==> src/rtl/uart_rx_frame_sipo.sv <==
// UART receive deframer: oversampled start detection, data shift, parity and stop checks,
// feeding a one-entry valid/ready holding register with per-word error flags.
module uart_rx_frame_sipo #(
    parameter int DATA_WIDTH = 8,
    parameter int PARITY_EN  = 1,
    parameter int PARITY_ODD = 0,
    parameter int STOP_BITS  = 1,
    parameter int OVERSAMPLE = 16,
    parameter int LSB_FIRST  = 1
) (
    input  logic                  BaudOut,
    input  logic                  ResetN,
    input  logic                  DataTx,
    input  logic                  RxEnable,
    input  logic                  DataReady,
    output logic [DATA_WIDTH-1:0] DataOut,
    output logic                  DataValid,
    output logic                  ParityError,
    output logic                  FrameError,
    output logic                  OverrunError,
    output logic                  Busy
);
    localparam int TW = $clog2(OVERSAMPLE);
    localparam int BW = $clog2(DATA_WIDTH + 1);
    localparam logic [TW-1:0] TICK_LAST = TW'(OVERSAMPLE - 1);
    localparam logic [TW-1:0] TICK_HALF = TW'(OVERSAMPLE / 2 - 1);
    localparam logic [BW-1:0] DATA_LAST = BW'(DATA_WIDTH - 1);
    localparam logic [BW-1:0] STOP_LAST = BW'(STOP_BITS - 1);
    localparam logic          PAR_ODD   = (PARITY_ODD != 0);

    typedef enum logic [2:0] {IDLE, START, DATA, PARITY, STOP} rxStateT;

    rxStateT               state, stateNext;
    logic                  syncMeta, syncLine, linePrev;
    logic                  startEdge, tickAtEnd;
    logic [TW-1:0]         tickCnt, tickNext;
    logic [BW-1:0]         bitCnt, bitNext;
    logic [DATA_WIDTH-1:0] shiftReg, shiftNext;
    logic                  parErr, parErrNext;
    logic                  frmErr, frmErrNext;
    logic                  frameDone, frameDoneNext;
    logic                  loadWord;

    // Two-flop synchroniser plus one history flop for the falling-edge start detector.
    // NOTE: sequential state uses non-blocking assignments so every flop samples pre-edge values.
    always_ff @(posedge BaudOut or negedge ResetN) begin
        if (!ResetN) begin
            syncMeta <= 1'b1;
            syncLine <= 1'b1;
            linePrev <= 1'b1;
        end else begin
            syncMeta <= DataTx;
            syncLine <= syncMeta;
            linePrev <= syncLine;
        end
    end

    assign startEdge = linePrev & ~syncLine;
    assign tickAtEnd = (tickCnt == TICK_LAST);

    // NOTE: every combinational output gets a default first so no path can infer a latch.
    always_comb begin
        stateNext     = state;
        tickNext      = tickCnt;
        bitNext       = bitCnt;
        shiftNext     = shiftReg;
        parErrNext    = parErr;
        frmErrNext    = frmErr;
        frameDoneNext = 1'b0;

        case (state)
            IDLE: begin
                if (startEdge) begin
                    stateNext = START;
                    tickNext  = '0;
                end
            end
            START: begin
                if (tickCnt == TICK_HALF) begin
                    if (syncLine) begin
                        stateNext = IDLE;
                    end else begin
                        stateNext  = DATA;
                        tickNext   = '0;
                        bitNext    = '0;
                        parErrNext = 1'b0;
                        frmErrNext = 1'b0;
                    end
                end else begin
                    tickNext = tickCnt + 1'b1;
                end
            end
            DATA: begin
                if (tickAtEnd) begin
                    tickNext = '0;
                    if (LSB_FIRST != 0) shiftNext = {syncLine, shiftReg[DATA_WIDTH-1:1]};
                    else                shiftNext = {shiftReg[DATA_WIDTH-2:0], syncLine};
                    if (bitCnt == DATA_LAST) begin
                        bitNext   = '0;
                        stateNext = (PARITY_EN != 0) ? PARITY : STOP;
                    end else begin
                        bitNext = bitCnt + 1'b1;
                    end
                end else begin
                    tickNext = tickCnt + 1'b1;
                end
            end
            PARITY: begin
                if (tickAtEnd) begin
                    tickNext   = '0;
                    parErrNext = ((^shiftReg) ^ syncLine) != PAR_ODD;
                    stateNext  = STOP;
                end else begin
                    tickNext = tickCnt + 1'b1;
                end
            end
            STOP: begin
                if (tickAtEnd) begin
                    tickNext = '0;
                    if (!syncLine) frmErrNext = 1'b1;
                    // Leaving at the last stop-bit centre gives the next start edge a half-bit margin.
                    if (bitCnt == STOP_LAST) begin
                        bitNext       = '0;
                        stateNext     = IDLE;
                        frameDoneNext = 1'b1;
                    end else begin
                        bitNext = bitCnt + 1'b1;
                    end
                end else begin
                    tickNext = tickCnt + 1'b1;
                end
            end
            default: stateNext = IDLE;
        endcase

        if (!RxEnable) begin
            stateNext     = IDLE;
            tickNext      = '0;
            bitNext       = '0;
            frameDoneNext = 1'b0;
        end
    end

    always_ff @(posedge BaudOut or negedge ResetN) begin
        if (!ResetN) begin
            state     <= IDLE;
            tickCnt   <= '0;
            bitCnt    <= '0;
            shiftReg  <= '0;
            parErr    <= 1'b0;
            frmErr    <= 1'b0;
            frameDone <= 1'b0;
        end else begin
            state     <= stateNext;
            tickCnt   <= tickNext;
            bitCnt    <= bitNext;
            shiftReg  <= shiftNext;
            parErr    <= parErrNext;
            frmErr    <= frmErrNext;
            frameDone <= frameDoneNext;
        end
    end

    // A finished frame loads if the slot is empty or being emptied this edge; otherwise it is dropped.
    assign loadWord = frameDone & (~DataValid | DataReady);

    always_ff @(posedge BaudOut or negedge ResetN) begin
        if (!ResetN) begin
            DataOut      <= '0;
            DataValid    <= 1'b0;
            ParityError  <= 1'b0;
            FrameError   <= 1'b0;
            OverrunError <= 1'b0;
        end else begin
            OverrunError <= frameDone & DataValid & ~DataReady;
            if (loadWord) begin
                DataOut     <= shiftReg;
                ParityError <= parErr;
                FrameError  <= frmErr;
                DataValid   <= 1'b1;
            end else if (DataReady) begin
                DataValid <= 1'b0;
            end
        end
    end

    assign Busy = (state != IDLE);

endmodule

==> config.mk <==
export PLATFORM = sky130hd
export DESIGN_NAME = uart_rx_frame_sipo
export DESIGN_NICKNAME = d
export VERILOG_FILES = /design/src/rtl/uart_rx_frame_sipo.sv
export SDC_FILE = /design/constraint.sdc
export NUM_CORES = 1
export LEC_CHECK = 0
export BUFFER_PORTS_ARGS = -buffer_cell sky130_fd_sc_hd__buf_2
export CORE_UTILIZATION = 51
export DETAILED_ROUTE_END_ITERATION = 6
export PLACE_DENSITY = 0.7
export SYNTH_ARGS = -nofsm -noshare
export SYNTH_HDL_FRONTEND = slang
export SYNTH_SLANG_ARGS = --single-unit
==> constraint.sdc <==
create_clock -name BaudOut -period 3.4 [get_ports BaudOut]
set_input_delay 0.68 -clock BaudOut [delete_from_list [all_inputs] [get_ports BaudOut]]
set_output_delay 0.68 -clock BaudOut [all_outputs]
set_load 0.02 [all_outputs]
==> impl_metrics.env <==
export IMPL_status="finished, final reports clean"
export IMPL_hold_path_class="reg2reg"
export IMPL_synth_ff_type="dfrtp_1"
export IMPL_cts_repair_resized=0
export IMPL_num_rows=21
export IMPL_synth_edf_count=0
export IMPL_die_h_microns=61.7
export IMPL_clockBufferDepth=2
export IMPL_first_pass_iters=4
export IMPL_setup_violations=0
export IMPL_cp_depth=2
export IMPL_r2r_start="tickCnt[0]"
export IMPL_numClockSinks=37
export IMPL_netlist_instances=161
export IMPL_hold_buffers=0
export IMPL_portBuffers=17
export IMPL_die_w_microns=61.7
export IMPL_crit_chain="or3_1 > buf_2"
export IMPL_maxCapViolCount=0
export IMPL_ys_seq_elements=37
export IMPL_cpLargestDelayFamily="flip-flops"
export IMPL_n_fill_cell=295
export IMPL_cts_tree="yes"
export IMPL_rsz0062_at_grt="no"
export IMPL_ant_nets=0
export IMPL_worstSetupStartpoint="state[0]"
export IMPL_post_route_min_period_ns=2.21
export IMPL_clock_latency_ns=0.33
export IMPL_yosys_warnings=0
export IMPL_nets=187
export IMPL_drc=0
export IMPL_dpl_worst_slack_ns=1.53
export IMPL_synth_seq_area_share_pct=51.1
export IMPL_syn2layout_area_growth_pct=8.52
export IMPL_synth_largest_area_cell="dfrtp_1"
export IMPL_netlist_top_cells_area="dfrtp_1, mux2_2, dfstp_2, xnor2_1, o21ai_0"
export IMPL_ios=18
export IMPL_register_area_sq_um=930
export IMPL_finalWirelength_microns=3160
export IMPL_grt_pass1_vias=1219
export IMPL_vias_per_cell=5.45
export IMPL_yosysUniqueCellTypes=46
export IMPL_tightest_slew_ns=0.805
export IMPL_gp_congestion=0.810
export IMPL_ys_async_sr_fraction_pct=100
export IMPL_endpoint_kind="primary output"
export IMPL_grt_usage_pct=19.7
export IMPL_avgSynthCellArea_sq_um=11.3
export IMPL_grt_pass1_wl_microns=5300
export IMPL_max_freq_mhz=452
export IMPL_p_leak_nw=0.953
export IMPL_max_stage_delay_ns=0.54
export IMPL_dp_hpwl_microns=2270
export IMPL_die_area_sq_mm=0.00381
export IMPL_syn_area_sq_mm=0.00182
export IMPL_cp_start_kind="flop"
export IMPL_final_layout_size_suffix_gt1_share_pct=28.9
export IMPL_vias=1232
export IMPL_post_cts_buffers=0
export IMPL_numCtsBuffers=5
export IMPL_overflow=0
export IMPL_critPathArrivalTime_ns=1.53
export IMPL_r2r_end="tickCnt[3]"
export IMPL_slowest_stage="dfrtp_1"
export IMPL_min_period_over_period_pct=65.1
export IMPL_cts_root_buf="clkbuf_4"
export IMPL_h_tree_depth=2
export IMPL_r2r_slack_ns=1.51
export IMPL_hold_viol=0
export IMPL_endpoint="Busy"
export IMPL_clk_pin_slew_ns=0.10
export IMPL_initial_core_util_pct=53.7
export IMPL_grt_start_max_net_pins=38
export IMPL_synth_top_area_share_pct=46.7
export IMPL_core_area_sq_mm=0.00339
export IMPL_fin_skew_ns=0.00695
export IMPL_holdWs_ns=0.363
export IMPL_path_class="reg2out"
export IMPL_tns_ns=0
export IMPL_vdd_ir_drop_max_uv=256
export IMPL_required_ns=2.72
export IMPL_antenna_found_initial=0
export IMPL_reg2reg_depth=6
export IMPL_max_slew_margin_pct=46.3
export IMPL_worst_path_buf_inv=1
export IMPL_finalMaxSlewViolations=0
export IMPL_routedWlPerCell_microns=14.0
export IMPL_multi_input_area_sq_um=810
export IMPL_design_area_sq_mm=0.00198
export IMPL_antenna_cells=0
export IMPL_syn_nets=169
export IMPL_p_per_area_mw_per_mm2=370
export IMPL_drtIter0Drc=91
export IMPL_crit_fanout=14
export IMPL_layout_setup_ws_ns=1.19
export IMPL_place_area_sq_mm=0.00192
==> logic make-up (layout without fill, tap and decap cells) <==
family	count (synthesis)	in the layout	synth area share, %
AND/OR/NAND/NOR	46	46	14.4
flip-flops	37	37	51.1
AO/OA/AOI/OAI	30	30	11.5
multiplexers	19	19	11.7
buffers and inverters	16	35	4.47
XOR/XNOR	10	10	4.81
adder cells (fa/ha/maj)	3	3	2.06
==> cell usage in the layout, fill, tap and decap left out, types with 3 or more instances in the layout <==
cell,instances
dfstp_2,3
inv_1,10
ha_1,3
nand2_1,10
xnor2_1,7
o21ai_0,12
nand3_1,7
xor2_1,3
buf_2,17
nor2_1,9
dfrtp_1,34
clkbuf_4,5
mux2_2,17
==> stage by stage <==
step,power [mW],instances,util (%)
2_1_floorplan,0.500,161,-
3_3_place_gp,0.515,218,56.6
3_5_place_dp,0.517,218,56.6
4_1_cts,0.743,226,58.3
5_1_grt,0.767,226,58.3
6_report,0.731,226,58.3
==> synth_stat cells, drive strengths merged (2+ instances only) <==
| master | n |
|---|---|
| dfrtp | 34 |
| mux2 | 18 |
| o21ai | 15 |
| inv | 10 |
| nand2 | 10 |
| nor2 | 9 |
| nand3 | 7 |
| xnor2 | 7 |
| buf | 5 |
| and3 | 3 |
| dfstp | 3 |
| ha | 3 |
| o21a | 3 |
| xor2 | 3 |
| a21oi | 2 |
| nand4 | 2 |
| nor2b | 2 |
| nor3 | 2 |
| nor3b | 2 |
| nor4 | 2 |
| o31ai | 2 |
| or3 | 2 |
==> state kept, by name, indices dropped and copies added (netlist names) <==
signal	flops
parErr	1
ParityError	1
DataValid	1
frmErr	1
state	3
linePrev	1
DataOut	8
syncMeta	1
shiftReg	8
syncLine	1
frameDone	1
FrameError	1
bitCnt	4
OverrunError	1
tickCnt	4
==> how the worst min path moves through the flow <==
| stage | start | endpoint | slack (ns) | cells after the start |
|---|---|---|---|---|
| floorplan | syncMeta | syncLine | 0.35 | 0 |
| global placement | syncMeta | syncLine | 0.35 | 0 |
| detailed placement | syncMeta | syncLine | 0.35 | 0 |
| CTS | syncMeta | syncLine | 0.37 | 0 |
| global route | syncMeta | syncLine | 0.37 | 0 |
| finish | syncMeta | syncLine | 0.36 | 0 |
==> layout make-up <==
| class | instances | share of cell area [%] |
|---|---|---|
| sequential | 37 | 47.1 |
| multi-input combinational | 108 | 41.0 |
| timing repair buffer | 17 | 4.31 |
| tap | 46 | 2.91 |
| clock buffer | 6 | 2.09 |
| inverter | 10 | 1.90 |
| clock inverter | 2 | 0.760 |
==> worst reg2reg max path, stage by stage (launching register included) <==
cell	delay (ns)
dfrtp_1	0.43
ha_1	0.28
and4bb_1	0.22
o21ai_0	0.19
o2111ai_2	0.23
or3_1	0.40
o221ai_1	0.07
==> power by group <==
| group | internal, mW | switching (mW) |
|---|---|---|
| clock network | 0.0808 | 0.141 |
| registers | 0.447 | 0.0110 |
| logic | 0.0180 | 0.0323 |
| total | 0.546 | 0.185 |
==> layer usage <==
layer / share of wire [%] / global-route usage [%]
met3: 3.8 / 3.73
met4: 1.4 / 9.84
met5: 0 / 0
met1: 46 / 23.8
met2: 49 / 33.6
(Power assumes the default switching activity.)
